--- config.mk ---
export PLATFORM = sky130hd
export DESIGN_NAME = ps2_kbd_tx_flat
export DESIGN_NICKNAME = d
export VERILOG_FILES = /design/src/rtl/ps2_kbd_tx_if.sv /design/src/rtl/ps2_kbd_tx.sv /design/src/flat_wrapper.sv
export SDC_FILE = /design/constraint.sdc
export NUM_CORES = 1
export LEC_CHECK = 0
export CORE_AREA = 5 5 55 67
export DETAILED_ROUTE_END_ITERATION = 8
export DIE_AREA = 0 0 60 72
export PLACE_DENSITY_LB_ADDON = 0.12
export SLEW_MARGIN = 10
export SYNTH_ARGS = -nofsm -noshare
export SYNTH_HDL_FRONTEND = slang
export SYNTH_SLANG_ARGS = --single-unit
--- constraint.sdc ---
create_clock -name clk -period 2.7 [get_ports clk]
set_input_delay 0.27 -clock clk [delete_from_list [all_inputs] [get_ports clk]]
set_output_delay 0.27 -clock clk [all_outputs]
set_load 0.05 [all_outputs]
--- src/rtl/ps2_kbd_tx_if.sv ---
// Event handshake and PS/2 line bundle for the ps2_kbd_tx keyboard emulator.
interface ps2_kbd_tx_if;
    logic       key_valid;
    logic [7:0] key_code;
    logic       key_release;
    logic       key_ext;
    logic       ready;
    logic       ps2_clk;
    logic       ps2_data;
    logic       byte_done;

    modport master (
        output key_valid, key_code, key_release, key_ext,
        input  ready, ps2_clk, ps2_data, byte_done
    );

    modport slave (
        input  key_valid, key_code, key_release, key_ext,
        output ready, ps2_clk, ps2_data, byte_done
    );
endinterface

--- src/rtl/ps2_kbd_tx.sv ---
// Device-side PS/2 keyboard transmitter: turns key press/release events into make/break frames.
// Define PS2_TX_EXT_EN to prepend E0 for extended keys (key_ext=1 at accept).
//
// state    | meaning
// ---------+-----------------------------------------------------------
// S_IDLE   | lines high, ready=1, waiting for key_valid
// S_LOAD   | one cycle: pick current byte, build 11-bit frame
// S_BIT_HI | ps2_clk high half of a bit, data already on the line
// S_BIT_LO | ps2_clk low half of a bit, host samples on the falling edge
// S_GAP    | inter-frame idle, then next byte or back to idle
module ps2_kbd_tx #(
    parameter int CLK_DIV = 4,
    parameter int GAP_CYC = 8
) (
    input  logic         clk,
    input  logic         rst,
    ps2_kbd_tx_if.slave  bus
);

    localparam int CNT_MAX = (CLK_DIV > GAP_CYC) ? CLK_DIV : GAP_CYC;
    localparam int CW      = $clog2(CNT_MAX);
    localparam logic [CW-1:0] HALF_LOAD = CW'(CLK_DIV - 1);
    localparam logic [CW-1:0] GAP_LOAD  = CW'(GAP_CYC - 1);

`ifdef PS2_TX_EXT_EN
    localparam int IW = 2;
`else
    localparam int IW = 1;
`endif

    typedef enum logic [2:0] {
        S_IDLE,
        S_LOAD,
        S_BIT_HI,
        S_BIT_LO,
        S_GAP
    } state_t;

    state_t          r_state,    w_state_nxt;
    logic [CW-1:0]   r_cnt,      w_cnt_nxt;
    logic [3:0]      r_bit_idx,  w_bit_idx_nxt;
    logic [9:0]      r_shift,    w_shift_nxt;
    logic [IW-1:0]   r_byte_idx, w_byte_idx_nxt;
    logic [IW-1:0]   r_last_idx, w_last_idx_nxt;
    logic [7:0]      r_code,     w_code_nxt;
    logic            r_release,  w_release_nxt;
    logic            r_ready,    w_ready_nxt;
    logic            r_ps2_clk,  w_clk_nxt;
    logic            r_ps2_data, w_data_nxt;
    logic            r_byte_done, w_byte_done_nxt;
    logic [7:0]      w_cur_byte;
    logic [10:0]     w_frame;

`ifdef PS2_TX_EXT_EN
    logic            r_ext, w_ext_nxt;
`else
    logic            w_unused_ext;
    assign w_unused_ext = bus.key_ext;
`endif

    // Byte order per event: [E0] [F0] code
    always_comb begin
        w_cur_byte = r_code;
`ifdef PS2_TX_EXT_EN
        if (r_ext) begin
            case (r_byte_idx)
                2'd0:    w_cur_byte = 8'hE0;
                2'd1:    w_cur_byte = r_release ? 8'hF0 : r_code;
                default: w_cur_byte = r_code;
            endcase
        end else if (r_release && (r_byte_idx == 2'd0)) begin
            w_cur_byte = 8'hF0;
        end
`else
        if (r_release && (r_byte_idx == 1'b0)) begin
            w_cur_byte = 8'hF0;
        end
`endif
    end

    assign w_frame = {1'b1, ~^w_cur_byte, w_cur_byte, 1'b0};

    always_comb begin
        w_state_nxt     = r_state;
        w_cnt_nxt       = r_cnt;
        w_bit_idx_nxt   = r_bit_idx;
        w_shift_nxt     = r_shift;
        w_byte_idx_nxt  = r_byte_idx;
        w_last_idx_nxt  = r_last_idx;
        w_code_nxt      = r_code;
        w_release_nxt   = r_release;
        w_data_nxt      = r_ps2_data;
        w_byte_done_nxt = 1'b0;
`ifdef PS2_TX_EXT_EN
        w_ext_nxt       = r_ext;
`endif

        unique case (r_state)
            S_IDLE: begin
                if (bus.key_valid && r_ready) begin
                    w_code_nxt     = bus.key_code;
                    w_release_nxt  = bus.key_release;
                    w_byte_idx_nxt = '0;
`ifdef PS2_TX_EXT_EN
                    w_ext_nxt      = bus.key_ext;
                    w_last_idx_nxt = {bus.key_ext & bus.key_release,
                                      bus.key_ext ^ bus.key_release};
`else
                    w_last_idx_nxt = bus.key_release;
`endif
                    w_state_nxt    = S_LOAD;
                end
            end

            S_LOAD: begin
                w_shift_nxt   = w_frame[10:1];
                w_data_nxt    = w_frame[0];
                w_bit_idx_nxt = '0;
                w_cnt_nxt     = HALF_LOAD;
                w_state_nxt   = S_BIT_HI;
            end

            S_BIT_HI: begin
                if (r_cnt == '0) begin
                    w_cnt_nxt   = HALF_LOAD;
                    w_state_nxt = S_BIT_LO;
                end else begin
                    w_cnt_nxt = r_cnt - 1'b1;
                end
            end

            S_BIT_LO: begin
                if (r_cnt == '0) begin
                    if (r_bit_idx == 4'd10) begin
                        w_data_nxt      = 1'b1;
                        w_byte_done_nxt = 1'b1;
                        w_cnt_nxt       = GAP_LOAD;
                        w_state_nxt     = S_GAP;
                    end else begin
                        // Data moves only here, while the clock is going high
                        w_data_nxt    = r_shift[0];
                        w_shift_nxt   = {1'b1, r_shift[9:1]};
                        w_bit_idx_nxt = r_bit_idx + 4'd1;
                        w_cnt_nxt     = HALF_LOAD;
                        w_state_nxt   = S_BIT_HI;
                    end
                end else begin
                    w_cnt_nxt = r_cnt - 1'b1;
                end
            end

            S_GAP: begin
                if (r_cnt == '0) begin
                    if (r_byte_idx == r_last_idx) begin
                        w_state_nxt = S_IDLE;
                    end else begin
                        w_byte_idx_nxt = r_byte_idx + IW'(1);
                        w_state_nxt    = S_LOAD;
                    end
                end else begin
                    w_cnt_nxt = r_cnt - 1'b1;
                end
            end

            default: w_state_nxt = S_IDLE;
        endcase

        w_ready_nxt = (w_state_nxt == S_IDLE);
        w_clk_nxt   = (w_state_nxt != S_BIT_LO);
    end

    always_ff @(posedge clk) begin
        if (rst) begin
            r_state     <= S_IDLE;
            r_cnt       <= '0;
            r_bit_idx   <= '0;
            r_shift     <= '0;
            r_byte_idx  <= '0;
            r_last_idx  <= '0;
            r_code      <= '0;
            r_release   <= 1'b0;
            r_ready     <= 1'b1;
            r_ps2_clk   <= 1'b1;
            r_ps2_data  <= 1'b1;
            r_byte_done <= 1'b0;
`ifdef PS2_TX_EXT_EN
            r_ext       <= 1'b0;
`endif
        end else begin
            r_state     <= w_state_nxt;
            r_cnt       <= w_cnt_nxt;
            r_bit_idx   <= w_bit_idx_nxt;
            r_shift     <= w_shift_nxt;
            r_byte_idx  <= w_byte_idx_nxt;
            r_last_idx  <= w_last_idx_nxt;
            r_code      <= w_code_nxt;
            r_release   <= w_release_nxt;
            r_ready     <= w_ready_nxt;
            r_ps2_clk   <= w_clk_nxt;
            r_ps2_data  <= w_data_nxt;
            r_byte_done <= w_byte_done_nxt;
`ifdef PS2_TX_EXT_EN
            r_ext       <= w_ext_nxt;
`endif
        end
    end

    assign bus.ready     = r_ready;
    assign bus.ps2_clk   = r_ps2_clk;
    assign bus.ps2_data  = r_ps2_data;
    assign bus.byte_done = r_byte_done;

endmodule
--- src/flat_wrapper.sv ---
// flat-port wrapper written by rule: the top's interface ports become plain ports
module ps2_kbd_tx_flat 
#(
    parameter int CLK_DIV = 4,
    parameter int GAP_CYC = 8
)
  (clk, rst, bus_key_valid, bus_key_code, bus_key_release, bus_key_ext, bus_ready, bus_ps2_clk, bus_ps2_data, bus_byte_done);
  ps2_kbd_tx_if bus_i ();
  input  logic clk;
  input  logic rst;
  input wire logic [$bits(bus_i.key_valid)-1:0] bus_key_valid;
  input wire logic [$bits(bus_i.key_code)-1:0] bus_key_code;
  input wire logic [$bits(bus_i.key_release)-1:0] bus_key_release;
  input wire logic [$bits(bus_i.key_ext)-1:0] bus_key_ext;
  output wire logic [$bits(bus_i.ready)-1:0] bus_ready;
  output wire logic [$bits(bus_i.ps2_clk)-1:0] bus_ps2_clk;
  output wire logic [$bits(bus_i.ps2_data)-1:0] bus_ps2_data;
  output wire logic [$bits(bus_i.byte_done)-1:0] bus_byte_done;
  assign bus_i.key_valid = bus_key_valid;
  assign bus_i.key_code = bus_key_code;
  assign bus_i.key_release = bus_key_release;
  assign bus_i.key_ext = bus_key_ext;
  assign bus_ready = bus_i.ready;
  assign bus_ps2_clk = bus_i.ps2_clk;
  assign bus_ps2_data = bus_i.ps2_data;
  assign bus_byte_done = bus_i.byte_done;
  ps2_kbd_tx #(.CLK_DIV(CLK_DIV), .GAP_CYC(GAP_CYC)) u_core (.clk(clk), .rst(rst), .bus(bus_i));
endmodule
# Word-level counts from Yosys, hierarchy flattened
# Index checks and enable logic that the tools add are counted.
# Widths: inputs -> output; s select.
dict set report word_totals {
  register_bits 34
  output_inout_bits 4
  word_cells 72
}
dict set report op_classes {
  add_sub_neg 3
  n_eq_ne 13
  mux 27
  n_bitwise 3
  n_reduce_logical 15
}
# cell count
set ops {}
lappend ops {{$mux 3} 9}
lappend ops {{$mux 10} 2}
lappend ops {{$pmux 10 s2} 1}
lappend ops {{$pmux 3 s5} 1}
lappend ops {{$pmux 3 s4} 1}
lappend ops {{$logic_not 3->1} 3}
lappend ops {{$mux 4} 2}
lappend ops {{$mux 8} 1}
lappend ops {{$pmux 4 s2} 1}
lappend ops {{$reduce_xnor 8->1} 1}
lappend ops {{$mux 1} 7}
lappend ops {{$eq 3x2->1 const B} 2}
lappend ops {{$ne 2x1->1 const B} 3}
lappend ops {{$ne 2x2->1 const B} 3}
lappend ops {{$reduce_and 2->1} 3}
lappend ops {{$add 4x1->4 const B} 1}
lappend ops {{$eq 4x4->1 const B} 1}
lappend ops {{$pmux 1 s2} 2}
lappend ops {{$reduce_and 4->1} 1}
lappend ops {{$reduce_bool 2->1} 2}
lappend ops {{$reduce_bool 4->1} 1}
lappend ops {{$eq 3x1->1 const B} 1}
lappend ops {{$eq 3x3->1 const B} 1}
lappend ops {{$ne 3x2->1 const B} 1}
lappend ops {{7 further kinds} 10}

# Depth between registers and ports, before layout
dict set report logic_depth {
  ltp_word 5
  mapped_depth 7
  mapped_depth_nobuf 6
}

# Worst setup path after synthesis
# Ideal clock, no wire load.
dict set report synth_path {
  kind {reg-to-reg}
  from {reg u_core.r_cnt[0]}
  to {reg u_core.r_bit_idx[3]}
  setup_ns 0.086
  t_arrival_ns 1.483
  setup_slack_ns 1.131
  stages_incl_launch_ff 7
  period_less_slack_ns 1.569
  cell_sequence {dfxtp_1 -> inv_1 -> ha_1 -> nor2b_4 -> a21boi_4 -> or4_1 -> a211oi_1}
}
dict set report synth_via {
  elab_chain_len 3
}
# item line_no
set synth_lines {}
lappend synth_lines {{start, declared} ps2_kbd_tx.sv:40} ;# logic [CW-1:0] r_cnt, w_cnt_nxt;
lappend synth_lines {{start signal, assigned} ps2_kbd_tx.sv:191} ;# r_cnt <= w_cnt_nxt;
lappend synth_lines {{$logic_not 3->1} ps2_kbd_tx.sv:133} ;# if (r_cnt == '0) begin
lappend synth_lines {{$ne 2x1->1 (no line)} n/a}
lappend synth_lines {{$reduce_and 3->1 (no line)} n/a}
lappend synth_lines {{end signal, assigned} ps2_kbd_tx.sv:192} ;# r_bit_idx <= w_bit_idx_nxt;
lappend synth_lines {{end, declared} ps2_kbd_tx.sv:41} ;# logic [3:0] r_bit_idx, w_bit_idx_nxt;
# No other way between the ends.
# A chain may end at the register's enable or synchronous reset.

# Worst setup path after layout
dict set report layout_path {
  from {reg u_core.r_state[1]}
  to {reg u_core.r_state[0]}
}
dict set report layout_via {
  elab_chain_len 2
}
# item line_no
set layout_lines {}
lappend layout_lines {{start, declared} ps2_kbd_tx.sv:39} ;# state_t r_state, w_state_nxt;
lappend layout_lines {{start signal, assigned} ps2_kbd_tx.sv:190} ;# r_state <= w_state_nxt;
lappend layout_lines {{$eq 3x3->1, or another cell as far along} ps2_kbd_tx.sv:98} ;# unique case (r_state)
lappend layout_lines {{$pmux 3 s5 (*)} ps2_kbd_tx.sv:98}
# Every way passes the cells marked *; elsewhere a longest branch is shown, timed or not.

==> impl_metrics.toml <==
[placement]
portBuffers = 15
post-dp-hpwl_um = 2530
place_ws_ps = 816
placed_area_mm2 = 0.00187
gp_congestion = 0.847

[logic_synthesis]
async_reset_ff_share_pct = 0
synth_cell_types = 44
syn_avg_cell_area_um2 = 9.08
syn_inst = 189
synth_top_family_by_area = "simple AND/OR/NAND/NOR gates"
yosysTopAreaCell = "dfxtp_1"
synth_area_mm2 = 0.00172
synthAdderAreaFrac_pct = 3.64
ys_seq_area_share_pct = 39.7
ys_ff_latch = 34
synth_compound_area_share_pct = 19.5
synth_xor_area_share_pct = 4.59
synth_edf_count = 0
netlist_top_cells_area = "dfxtp_1 40%, mux2i_1 5.8%, a21oi_1 5.0%"
synth_simple_gate_area_share_pct = 21.9
syn_nets = 207
synth_top_flop_cell = "dfxtp_1"
yosysTopAreaCellShare_pct = 39.7
ys_warn_count = 0
synth.area.mux_share_pct = 5.83

[global_routing]
grt_antenna_before_repair = 0
grt_pass1_vias = 1330
grt_max_degree = 21
grt-ovfl-total = 0
grt_use_total_pct = 17.5
grt_pass1_wl_um = 5820
grt_util_met2_pct = 28.1
gr-usage-met3_pct = 5.34
top_usage_layer = "met2"
use_met1_pct = 21.8

[route]
dr.first_iter.drc_count = 81
drt_wl_total_um = 3440
vias = 1385
via_per_inst = 5.82
avgRoutedWirePerCell_um = 14.5
drc = 0
dr.pass1.iters = 4
ant_nets = 0

[worst_setup_path]
cp.required_ps = 2940
cp_max_fo = 14
worst-setup-path-type = "register to register"
cp_slowest_cell = "dfxtp_1"
critical-path-top-delay-family = "simple AND/OR/NAND/NOR gates"
cp_data_arrival_time_ps = 2140
worstPathCellList = "nor2_1 > and4_1 > a311o_1 > and2_1"
crit_buf_inv = 0
critPathMaxStageDelay_ps = 660
worstSetupStartpointType = "register"
end_kind = "register"

[cts]
postCtsHoldBufs = 0
cts.sinks = 34
cts.reportedPaths.clkPinSlew_ps = 100
htree_levels = 2
clock_latency_ps = 340
cts_resized = 0
clock-root-buffer = "clkbuf_4"
cts_inserted_buffers = 5
clk_path_buf_depth = 2
post_cts_buffers = 0
cts_tree = "yes"

[die]
num_rows = 22
die_y_um = 72
io-pin-count = 17
start_util_pct = 57.7
die_w_um = 60
core_mm2 = 0.00297
die-area_mm2 = 0.00432

[layout]
area_growth_pct = 11.4
final_layout_size_suffix_gt1_share_pct = 7.43
fin_nets = 220
fillers = 267
diodes = 0
fin_area_mm2 = 0.00191

[run]
cap_violations = 0

[pwr]
powerDensity_mw_per_mm2 = 636
p_leak_nw = 0.705
vdd_drop_max_mv = 0.425

[sta]
layout_setup_ws_ps = 807
timing.final.crit_period_ps = 1890
fin_setup_tns_ps = 0
worst_slew_pin_slew_ps = 752
fin_skew_ps = 11.8
maxSlewViolCount = 0
hold_viol_final = 0
fmax_mhz = 528
rsz0062_at_grt = "no"
slew_headroom_pct = 49.7
finalSetupViolCount = 0
fin_crit_sh_pct = 70.1

[outcome]
outcome = "completed"

[hold_path]
hp-class = "register to register"
## cell usage after synthesis, drive strengths merged, types with 2 or more instances
master and instances:
nand2 10, nand3 4, nor2b 2, a311oi 6, xnor2 8, o2111ai 4
o31ai 2, dfxtp 34, nand2b 5, buf 6, nor3 3, or3 6
mux2i 10, nor2 16, ha 5, or4 2, or3b 2, inv 7
and3b 2, a211oi 3, a21oi 17, nand3b 6, o21ai 12, clkbuf 5
## cells in the final DEF (no fill, tap or decap), types with 2 or more instances in the layout
cell / n
ha_1: 5
nand2_1: 10
o2111ai_1: 4
mux2i_1: 10
a311oi_1: 6
and3b_1: 2
a21oi_1: 17
nand2b_1: 5
nand3_1: 4
buf_4: 2
or3_1: 6
nor3_1: 2
xnor2_1: 8
or4_1: 2
nand3b_1: 4
o31ai_1: 2
nor2_1: 16
o21ai_1: 2
a211oi_1: 3
clkbuf_1: 2
dfxtp_1: 34
clkbuf_4: 5
inv_1: 7
o21ai_0: 9
clkdlybuf4s50_1: 15
## flip-flops by register name, indices dropped and copies added, names as in the netlist, 3 cells and up
register          flops
u_core.r_bit_idx      4
u_core.r_cnt          3
u_core.r_code         8
u_core.r_shift       10
u_core.r_state        3
## final cells by class
type,instances,area [um2],share of cell area [%]
multi-input combinational,137,951,49.7
clock buffer,7,45.0,2.35
inverter,7,26.3,1.37
timing repair buffer,17,165,8.63
sequential,34,681,35.6
tap,36,45.0,2.35
## worst register-to-register path, cell delays in order (launching register included)
cell	delay [ps]
dfxtp_1	660
nor2_1	170
and4_1	420
a311o_1	380
and2_1	170
## kinds of logic after synthesis
kind of cell,Yosys count
and+or+nand+nor,63
buffers and inverters,18
muxes,10
AOI/OAI and AO/OA,50
DFF,34
xor gates and xnor gates,9
adders and majority gates,5
## worst paths after layout
| kind | startpoint | end | slack [ps] | depth (start not counted) |
|---|---|---|---|---|
| worst min-delay path | u_core.r_shift[9]$_SDFFE_PP0P_ | u_core.r_shift[9]$_SDFFE_PP0P_ | 470 | 1 |
| worst min register to register | u_core.r_shift[9]$_SDFFE_PP0P_ | u_core.r_shift[9]$_SDFFE_PP0P_ | 470 | 1 |
| worst max-delay path | u_core.r_state[1]$_SDFF_PP0_ | u_core.r_state[0]$_SDFF_PP0_ | 810 | 4 |
| worst max register to register | u_core.r_state[1]$_SDFF_PP0_ | u_core.r_state[0]$_SDFF_PP0_ | 810 | 4 |
## power breakdown
group	switching [mW]	internal [mW]	leakage [nW]	total, mW
clock network	0.155	0.0980	0.0254	0.253
registers	0.0461	0.554	0.277	0.600
logic	0.202	0.162	0.402	0.364
total	0.403	0.814	0.705	1.22
## per-stage QoR
| stage | hold WS, ps | std cells | utilization, % | total power [mW] |
|---|---|---|---|---|
| 3_5_place_dp | 455 | 231 | 62.8 | 0.976 |
| 5_1_grt | 499 | 238 | 64.4 | 1.29 |
| 6_report | 472 | 238 | 64.4 | 1.22 |
| 4_1_cts | 478 | 238 | 64.4 | 1.23 |
| 3_3_place_gp | 449 | 231 | 62.8 | 0.961 |
| 2_1_floorplan | 417 | 189 | - | 0.899 |
## routing by layer
| metal | wire length (um) | part of all wire, % |
|---|---|---|
| met4 | 55 | 1.6 |
| met5 | 0 | 0 |
| met1 | 1590 | 46 |
| met3 | 143 | 4.2 |
| met2 | 1650 | 48 |
Note: power is estimated with default switching activity, not from simulation.
